**src/rtl/sng_array_if.sv**
```systemverilog
// sng_array_if -- operand/control/stream bundle of the multi-channel SNG.
//   i_x_bn          NCH packed operands, channel c at [c*WIDTH +: WIDTH]
//   i_len_msng      stream length in bits
//   i_bipolar_msng  0 = unsigned operands, 1 = two's complement operands
//   i_start_msng    start a run (honoured only while idle)
//   i_stop_msng     abort the current run
//   i_hold_msng     stall the running streams
//   o_sn_bits       one stream bit per channel
//   o_valid_msng    o_sn_bits holds a fresh stream bit
//   o_busy_msng     generator is not idle
//   o_done_msng     one-cycle pulse after a completed run
//   o_cnt_msng      bits emitted in the current or last run
// master = operand source / controller, slave = the generator.
interface sng_array_if #(
   parameter int WIDTH = 8,
   parameter int NCH   = 4,
   parameter int LEN_W = 10
);
   logic [NCH*WIDTH-1:0] i_x_bn;
   logic [LEN_W-1:0]     i_len_msng;
   logic                 i_bipolar_msng;
   logic                 i_start_msng;
   logic                 i_stop_msng;
   logic                 i_hold_msng;
   logic [NCH-1:0]       o_sn_bits;
   logic                 o_valid_msng;
   logic                 o_busy_msng;
   logic                 o_done_msng;
   logic [LEN_W-1:0]     o_cnt_msng;

   modport master (
      output i_x_bn, i_len_msng, i_bipolar_msng, i_start_msng, i_stop_msng, i_hold_msng,
      input  o_sn_bits, o_valid_msng, o_busy_msng, o_done_msng, o_cnt_msng
   );

   modport slave (
      input  i_x_bn, i_len_msng, i_bipolar_msng, i_start_msng, i_stop_msng, i_hold_msng,
      output o_sn_bits, o_valid_msng, o_busy_msng, o_done_msng, o_cnt_msng
   );
endinterface

```
**src/rtl/sng_array.sv**
```systemverilog
// sng_array -- NCH-channel stochastic number generator.
// Each channel compares its own maximal-length Fibonacci LFSR against a latched
// operand and emits one stream bit per non-held cycle for len cycles.
// Ports:
//   i_clk_msng  clock, rising edge
//   i_rst_msng  synchronous active-high reset
//   bus         sng_array_if.slave: operands, length, mode, start/stop/hold in;
//               stream bits, valid, busy, done, bit count out
module sng_array #(
   parameter int WIDTH     = 8,
   parameter int NCH       = 4,
   parameter int LEN_W     = 10,
   parameter int SEED_STEP = 3
) (
   input  logic        i_clk_msng,
   input  logic        i_rst_msng,
   sng_array_if.slave  bus
);

   localparam int PERIOD = (32'sd1 << WIDTH) - 32'sd1;

   typedef enum logic [1:0] {
      ST_IDLE  = 2'd0,
      ST_RUN   = 2'd1,
      ST_FLUSH = 2'd2
   } state_t;

   // Distinct non-zero seed per channel; the +1 keeps the LFSR out of the lock-up state.
   function automatic logic [WIDTH-1:0] seed_of(input int c);
      int s;
      s = ((c * SEED_STEP) % PERIOD) + 32'sd1;
      return s[WIDTH-1:0];
   endfunction

   // One Fibonacci step; the state is zero-padded to 8 bits so every tap index stays in range.
   function automatic logic [WIDTH-1:0] lfsr_step(input logic [WIDTH-1:0] r);
      logic [7:0] p;
      logic       f;
      p = 8'(r);
      case (WIDTH)
         32'sd4:  f = p[3] ^ p[2];
         32'sd5:  f = p[4] ^ p[2];
         32'sd6:  f = p[5] ^ p[4];
         32'sd7:  f = p[6] ^ p[5];
         32'sd8:  f = p[7] ^ p[5] ^ p[4] ^ p[3];
         default: f = p[7] ^ p[5] ^ p[4] ^ p[3];
      endcase
      return {r[WIDTH-2:0], f};
   endfunction

   state_t                     state_r;
   logic [NCH-1:0][WIDTH-1:0]  lfsr_r;
   logic [NCH*WIDTH-1:0]       x_r;
   logic [LEN_W-1:0]           len_r;
   logic                       bip_r;
   logic [NCH-1:0]             sn_bits_r;
   logic                       valid_r;
   logic                       done_r;
   logic [LEN_W-1:0]           cnt_r;

   logic [NCH-1:0][WIDTH-1:0]  x_u_s;
   logic [NCH-1:0][WIDTH-1:0]  lfsr_next_s;
   logic [NCH-1:0]             cmp_s;
   logic                       last_bit_s;

   // Per-channel offset-binary operand, comparator and next LFSR state.
   always_comb begin
      x_u_s       = '0;
      lfsr_next_s = '0;
      cmp_s       = '0;
      for (int c = 0; c < NCH; c++) begin
         // Inverting the MSB maps two's complement onto the unsigned compare range.
         x_u_s[c]       = x_r[c*WIDTH +: WIDTH] ^ {bip_r, {(WIDTH-1){1'b0}}};
         cmp_s[c]       = (lfsr_r[c] <= x_u_s[c]);
         lfsr_next_s[c] = lfsr_step(lfsr_r[c]);
      end
      last_bit_s = (cnt_r == (len_r - {{(LEN_W-1){1'b0}}, 1'b1}));
   end

   // Run control FSM with registered stream, valid, done and count outputs.
   always_ff @(posedge i_clk_msng) begin
      if (i_rst_msng) begin
         state_r   <= ST_IDLE;
         x_r       <= '0;
         len_r     <= '0;
         bip_r     <= 1'b0;
         sn_bits_r <= '0;
         valid_r   <= 1'b0;
         done_r    <= 1'b0;
         cnt_r     <= '0;
         for (int c = 0; c < NCH; c++) begin
            lfsr_r[c] <= seed_of(c);
         end
      end else begin
         case (state_r)
            ST_IDLE: begin
               valid_r <= 1'b0;
               done_r  <= 1'b0;
               // A zero length would never reach its last bit, so such a start is dropped.
               if (bus.i_start_msng && !bus.i_stop_msng &&
                   (bus.i_len_msng != {LEN_W{1'b0}})) begin
                  x_r     <= bus.i_x_bn;
                  len_r   <= bus.i_len_msng;
                  bip_r   <= bus.i_bipolar_msng;
                  cnt_r   <= '0;
                  state_r <= ST_RUN;
                  for (int c = 0; c < NCH; c++) begin
                     lfsr_r[c] <= seed_of(c);
                  end
               end else begin
                  state_r <= ST_IDLE;
               end
            end
            ST_RUN: begin
               done_r <= 1'b0;
               if (bus.i_stop_msng) begin
                  state_r   <= ST_IDLE;
                  valid_r   <= 1'b0;
                  sn_bits_r <= '0;
               end else if (bus.i_hold_msng) begin
                  valid_r <= 1'b0;
               end else begin
                  sn_bits_r <= cmp_s;
                  valid_r   <= 1'b1;
                  lfsr_r    <= lfsr_next_s;
                  cnt_r     <= cnt_r + {{(LEN_W-1){1'b0}}, 1'b1};
                  if (last_bit_s) begin
                     state_r <= ST_FLUSH;
                  end else begin
                     state_r <= ST_RUN;
                  end
               end
            end
            ST_FLUSH: begin
               valid_r <= 1'b0;
               state_r <= ST_IDLE;
               // An abort here suppresses the completion pulse.
               if (bus.i_stop_msng) begin
                  sn_bits_r <= '0;
                  done_r    <= 1'b0;
               end else begin
                  done_r <= 1'b1;
               end
            end
            default: begin
               state_r   <= ST_IDLE;
               valid_r   <= 1'b0;
               done_r    <= 1'b0;
               sn_bits_r <= '0;
            end
         endcase
      end
   end

   assign bus.o_sn_bits    = sn_bits_r;
   assign bus.o_valid_msng = valid_r;
   assign bus.o_done_msng  = done_r;
   assign bus.o_cnt_msng   = cnt_r;
   assign bus.o_busy_msng  = (state_r != ST_IDLE);

endmodule

```
**src/flat_wrapper.sv**
```systemverilog
// flat-port wrapper written by rule: the top's interface ports become plain ports
module sng_array_flat 
#(
   parameter int WIDTH     = 8,
   parameter int NCH       = 4,
   parameter int LEN_W     = 10,
   parameter int SEED_STEP = 3
)
  (i_clk_msng, i_rst_msng, bus_i_x_bn, bus_i_len_msng, bus_i_bipolar_msng, bus_i_start_msng, bus_i_stop_msng, bus_i_hold_msng, bus_o_sn_bits, bus_o_valid_msng, bus_o_busy_msng, bus_o_done_msng, bus_o_cnt_msng);
  sng_array_if #(.WIDTH(WIDTH), .NCH(NCH), .LEN_W(LEN_W)) bus_i ();
  input  logic i_clk_msng;
  input  logic i_rst_msng;
  input wire logic [$bits(bus_i.i_x_bn)-1:0] bus_i_x_bn;
  input wire logic [$bits(bus_i.i_len_msng)-1:0] bus_i_len_msng;
  input wire logic [$bits(bus_i.i_bipolar_msng)-1:0] bus_i_bipolar_msng;
  input wire logic [$bits(bus_i.i_start_msng)-1:0] bus_i_start_msng;
  input wire logic [$bits(bus_i.i_stop_msng)-1:0] bus_i_stop_msng;
  input wire logic [$bits(bus_i.i_hold_msng)-1:0] bus_i_hold_msng;
  output wire logic [$bits(bus_i.o_sn_bits)-1:0] bus_o_sn_bits;
  output wire logic [$bits(bus_i.o_valid_msng)-1:0] bus_o_valid_msng;
  output wire logic [$bits(bus_i.o_busy_msng)-1:0] bus_o_busy_msng;
  output wire logic [$bits(bus_i.o_done_msng)-1:0] bus_o_done_msng;
  output wire logic [$bits(bus_i.o_cnt_msng)-1:0] bus_o_cnt_msng;
  assign bus_i.i_x_bn = bus_i_x_bn;
  assign bus_i.i_len_msng = bus_i_len_msng;
  assign bus_i.i_bipolar_msng = bus_i_bipolar_msng;
  assign bus_i.i_start_msng = bus_i_start_msng;
  assign bus_i.i_stop_msng = bus_i_stop_msng;
  assign bus_i.i_hold_msng = bus_i_hold_msng;
  assign bus_o_sn_bits = bus_i.o_sn_bits;
  assign bus_o_valid_msng = bus_i.o_valid_msng;
  assign bus_o_busy_msng = bus_i.o_busy_msng;
  assign bus_o_done_msng = bus_i.o_done_msng;
  assign bus_o_cnt_msng = bus_i.o_cnt_msng;
  sng_array #(.WIDTH(WIDTH), .NCH(NCH), .LEN_W(LEN_W), .SEED_STEP(SEED_STEP)) u_core (.i_clk_msng(i_clk_msng), .i_rst_msng(i_rst_msng), .bus(bus_i));
endmodule
```
**config.mk**
```make
export PLATFORM = sky130hd
export DESIGN_NAME = sng_array_flat
export DESIGN_NICKNAME = d
export VERILOG_FILES = /design/src/rtl/sng_array_if.sv /design/src/rtl/sng_array.sv /design/src/flat_wrapper.sv
export SDC_FILE = /design/constraint.sdc
export NUM_CORES = 1
export LEC_CHECK = 0
export CORE_MARGIN = 2
export CORE_UTILIZATION = 55
export DETAILED_ROUTE_END_ITERATION = 16
export PLACE_DENSITY = 0.85
export SLEW_MARGIN = 10
export SYNTH_ARGS = -nofsm -noshare
export SYNTH_HDL_FRONTEND = slang
export SYNTH_SLANG_ARGS = --single-unit
export TNS_END_PERCENT = 30
```
**constraint.sdc**
```tcl
create_clock -name i_clk_msng -period 2.9 [get_ports i_clk_msng]
set_input_delay 0.58 -clock i_clk_msng [delete_from_list [all_inputs] [get_ports i_clk_msng]]
set_output_delay 0.58 -clock i_clk_msng [all_outputs]
set_load 0.01 [all_outputs]
```
==> impl_metrics.sql <==
INSERT INTO impl_metrics (metric_group, metric, value, unit) VALUES
('status', 'outcome', 'complete, no violations', ''),
('place', 'placement.cell_area', '5350', 'um2'),
('finish', 'layout-drive-gt1-share', '0.0547', ''),
('sta', 'tns', '0', 'ns'),
('synth', 'synth_simple_gate_area_frac', '0.229', ''),
('sta', 'worst-slew-pin-transition', '0.730', 'ns'),
('global_routing', 'grt_first_pass_wirelength', '17.9', 'mm'),
('critical_path', 'crit_path_max_fanout', '39', ''),
('synth', 'yosys.area.top_type', 'sky130_fd_sc_hd__dfxtp_1', ''),
('power_and_ir_drop', 'vdd.ir_drop.worst', '0.000268', 'V'),
('synth', 'synthFlopType', 'sky130_fd_sc_hd__dfxtp_1', ''),
('sta', 'fin_crit_sh', '0.863', ''),
('synth', 'postSynth.asyncResetShare', '0', ''),
('finish', 'post-route-cell-area', '5610', 'um2'),
('critical_path', 'cp-start-kind', 'input pin', ''),
('clock_network', 'clock-sinks', '93', ''),
('power_and_ir_drop', 'power.density', '490', 'nW/um2'),
('die', 'num_io_pins', '65', ''),
('drt', 'dr.first_iter.drc_count', '183', ''),
('die', 'chipHeight', '95.4', 'um'),
('sta', 'finalHoldViolCount', '0', ''),
('finish', 'nets', '717', ''),
('drt', 'detail_route.first_pass.iterations', '5', ''),
('synth', 'synth.top_cell.area_share', '0.405', ''),
('power_and_ir_drop', 'power.leakage', '2.14', 'nW'),
('synth', 'post_syn_nets', '660', ''),
('sta', 'slew_headroom', '0.513', ''),
('sta', 'worst_clock_skew', '0.0139', 'ns'),
('critical_path', 'signal_arrival_time_at_the_worst_endpoint', '2.78', 'ns'),
('finish', 'nFillCells', '632', ''),
('synth', 'synth_area_per_cell', '7.94', 'um2'),
('finish', 'syn_to_final_growth', '22.2', '%'),
('global_routing', 'first_global_vias', '4050', ''),
('finish', 'antenna-diode-count', '0', ''),
('drt', 'post_detailed_route_count_of_antenna_violating_nets', '0', ''),
('synth', 'yosys_register_bits', '93', ''),
('die', 'die_area', '9100', 'um2'),
('synth', 'synth_top_family_by_area', 'simple AND/OR/NAND/NOR gates', ''),
('synth', 'synth.area.top_cells', 'sky130_fd_sc_hd__dfxtp_1 41%, sky130_fd_sc_hd__nand2_1 11%, sky130_fd_sc_hd__ha_1 9.3%', ''),
('drt', 'routedWlPerCell', '14.4', 'um'),
('synth', 'yosys.area_share.adder', '0.0926', ''),
('die', 'initial_core_util', '0.565', ''),
('clock_network', 'tritoncts_clock_tree', 'done', ''),
('synth', 'post-synth-top-count-cell', 'sky130_fd_sc_hd__nand2_1', ''),
('clock_network', 'post_cts_resized', '0', ''),
('synth', 'edff_count_synth', '0', ''),
('die', 'floorplan.core_area', '8130', 'um2'),
('critical_path', 'worst_ep_required_time', '3.18', 'ns'),
('clock_network', 'count_of_h_tree_levels_built_during_cts', '3', ''),
('clock_network', 'cts.repair_timing.setup_buffer_count', '0', ''),
('sta', 'final-setup-viol-count', '0', ''),
('synth', 'synth_compound_area_frac', '0.147', ''),
('place', 'dp.cells', '729', ''),
('synth', 'yosys-top-cells-count', '129 x sky130_fd_sc_hd__nand2_1, 93 x sky130_fd_sc_hd__dfxtp_1, 78 x sky130_fd_sc_hd__a21oi_1', ''),
('die', 'fp.dieW', '95.4', 'um'),
('global_routing', 'grt_antenna_before_repair', '0', ''),
('critical_path', 'endpoint_kind', 'register', ''),
('job', 'max-cap-violations', '0', ''),
('critical_path', 'path_class', 'in -> reg', ''),
('drt', 'detailroute.via_count', '4127', ''),
('hold_path', 'min-delay-path-class', 'reg -> reg', ''),
('synth', 'post_synth_mux_area_share', '0.00218', ''),
('synth', 'postSynthCellCount', '578', ''),
('drt', 'vias_per_cell', '5.54', ''),
('global_routing', 'total_grt_overflow', '0', ''),
('finish', 'finalNonFillerCells', '745', ''),
('die', 'core.rowCount', '33', ''),
('place', 'hpwl', '7.66', 'mm'),
('place', 'port_buffers', '64', ''),
('clock_network', 'clock_path_buffers', '2', ''),
('clock_network', 'clock_latency', '0.36', 'ns');
[where the power goes]
| group | leakage, nW | internal, mW | switching, mW |
|---|---|---|---|
| sequential | 0.755 | 1.31 | 0.0293 |
| clock | 0.130 | 0.645 | 0.442 |
| combinational | 1.26 | 0.157 | 0.167 |
| total | 2.14 | 2.11 | 0.638 |
[routing by layer]
| metal | global-route usage | vias to the layer above | part of all wire |
|---|---|---|---|
| met1 | 0.298 | 1912 | 0.42 |
| met3 | 0.0451 | 27 | 0.052 |
| met2 | 0.438 | 129 | 0.50 |
| met4 | 0.107 | 0 | 0.025 |
| li1 | - | 2059 | - |
| met5 | 0 | - | 0 |
[worst paths after layout]
path                     start                     end  slack, ns  cells after the start
min reg2reg     u_core.x_r[17]          u_core.x_r[17]       0.46                      2
max          bus_i_len_msng[5]  u_core.lfsr_next_s[20]       0.40                      6
max reg2reg    u_core.len_r[0]       u_core.state_r[0]       0.52                      8
min             u_core.x_r[17]          u_core.x_r[17]       0.46                      2
[cells by family (layout without fill, tap and decap cells)]
kind of cell / after synthesis / after routing
AOI/OAI and AO/OA: 115 / 115
xor gates and xnor gates: 37 / 37
adders and majority gates: 34 / 34
buffers and inverters: 63 / 125
DFF: 93 / 93
muxes: 1 / 1
and+or+nand+nor: 235 / 235
[registers in the layout (all words and copies together) (netlist names)]
signal and cells:
u_core.lfsr_next_s 28, u_core.len_r 10, u_core.bus.o_done_msng 1, u_core.bip_r 1, u_core.state_r 2, u_core.lfsr_r 4, u_core.bus.o_valid_msng 1, u_core.x_r 32
u_core.bus.o_sn_bits 4, u_core.bus.o_cnt_msng 10
[critical path, stage by stage]
cell and delay, ns:
sky130_fd_sc_hd__clkdlybuf4s50_1 0.42, sky130_fd_sc_hd__or4_1 0.61, sky130_fd_sc_hd__o41ai_4 0.41, sky130_fd_sc_hd__buf_4 0.43, sky130_fd_sc_hd__nand3_1 0.14, sky130_fd_sc_hd__a21oi_1 0.16
[through the flow]
step	hold WS, ns	utilization	power [mW]	worst slack (ns)
after global placement	0.445	0.658	1.67	0.156
after detailed placement	0.449	0.658	1.69	0.0615
after CTS	0.460	0.690	2.75	0.417
final	0.458	0.690	2.75	0.397
after floorplan	0.436	-	1.56	0.663
after global routing	0.484	0.690	2.85	0.262
[placed cells by master (no fill, tap or decap), types with 4 or more instances in the layout]
cell type	count
sky130_fd_sc_hd__nand2_1	129
sky130_fd_sc_hd__dfxtp_1	93
sky130_fd_sc_hd__a21oi_1	78
sky130_fd_sc_hd__clkdlybuf4s50_1	63
sky130_fd_sc_hd__nand3_1	38
sky130_fd_sc_hd__ha_1	34
sky130_fd_sc_hd__inv_1	32
sky130_fd_sc_hd__nor2_1	30
sky130_fd_sc_hd__xnor2_1	20
sky130_fd_sc_hd__xor2_1	17
sky130_fd_sc_hd__clkbuf_8	12
sky130_fd_sc_hd__buf_4	12
sky130_fd_sc_hd__o21ai_0	9
sky130_fd_sc_hd__nand4_1	8
sky130_fd_sc_hd__nor3_1	7
sky130_fd_sc_hd__nor2b_1	5
sky130_fd_sc_hd__or4_1	4
sky130_fd_sc_hd__o21a_1	4
sky130_fd_sc_hd__a211oi_1	4
sky130_fd_sc_hd__a21o_1	4
sky130_fd_sc_hd__a32oi_1	4
[cell type report]
type,count,area (um2),share of cell area
sequential,93,1860,0.332
multi-input combinational,422,2490,0.444
clock inverter,3,90.1,0.0161
clock buffer,13,169,0.0301
inverter,32,120,0.0214
tap,105,131,0.0234
timing repair buffer,77,746,0.133
Power figures use the tool's default switching activity.
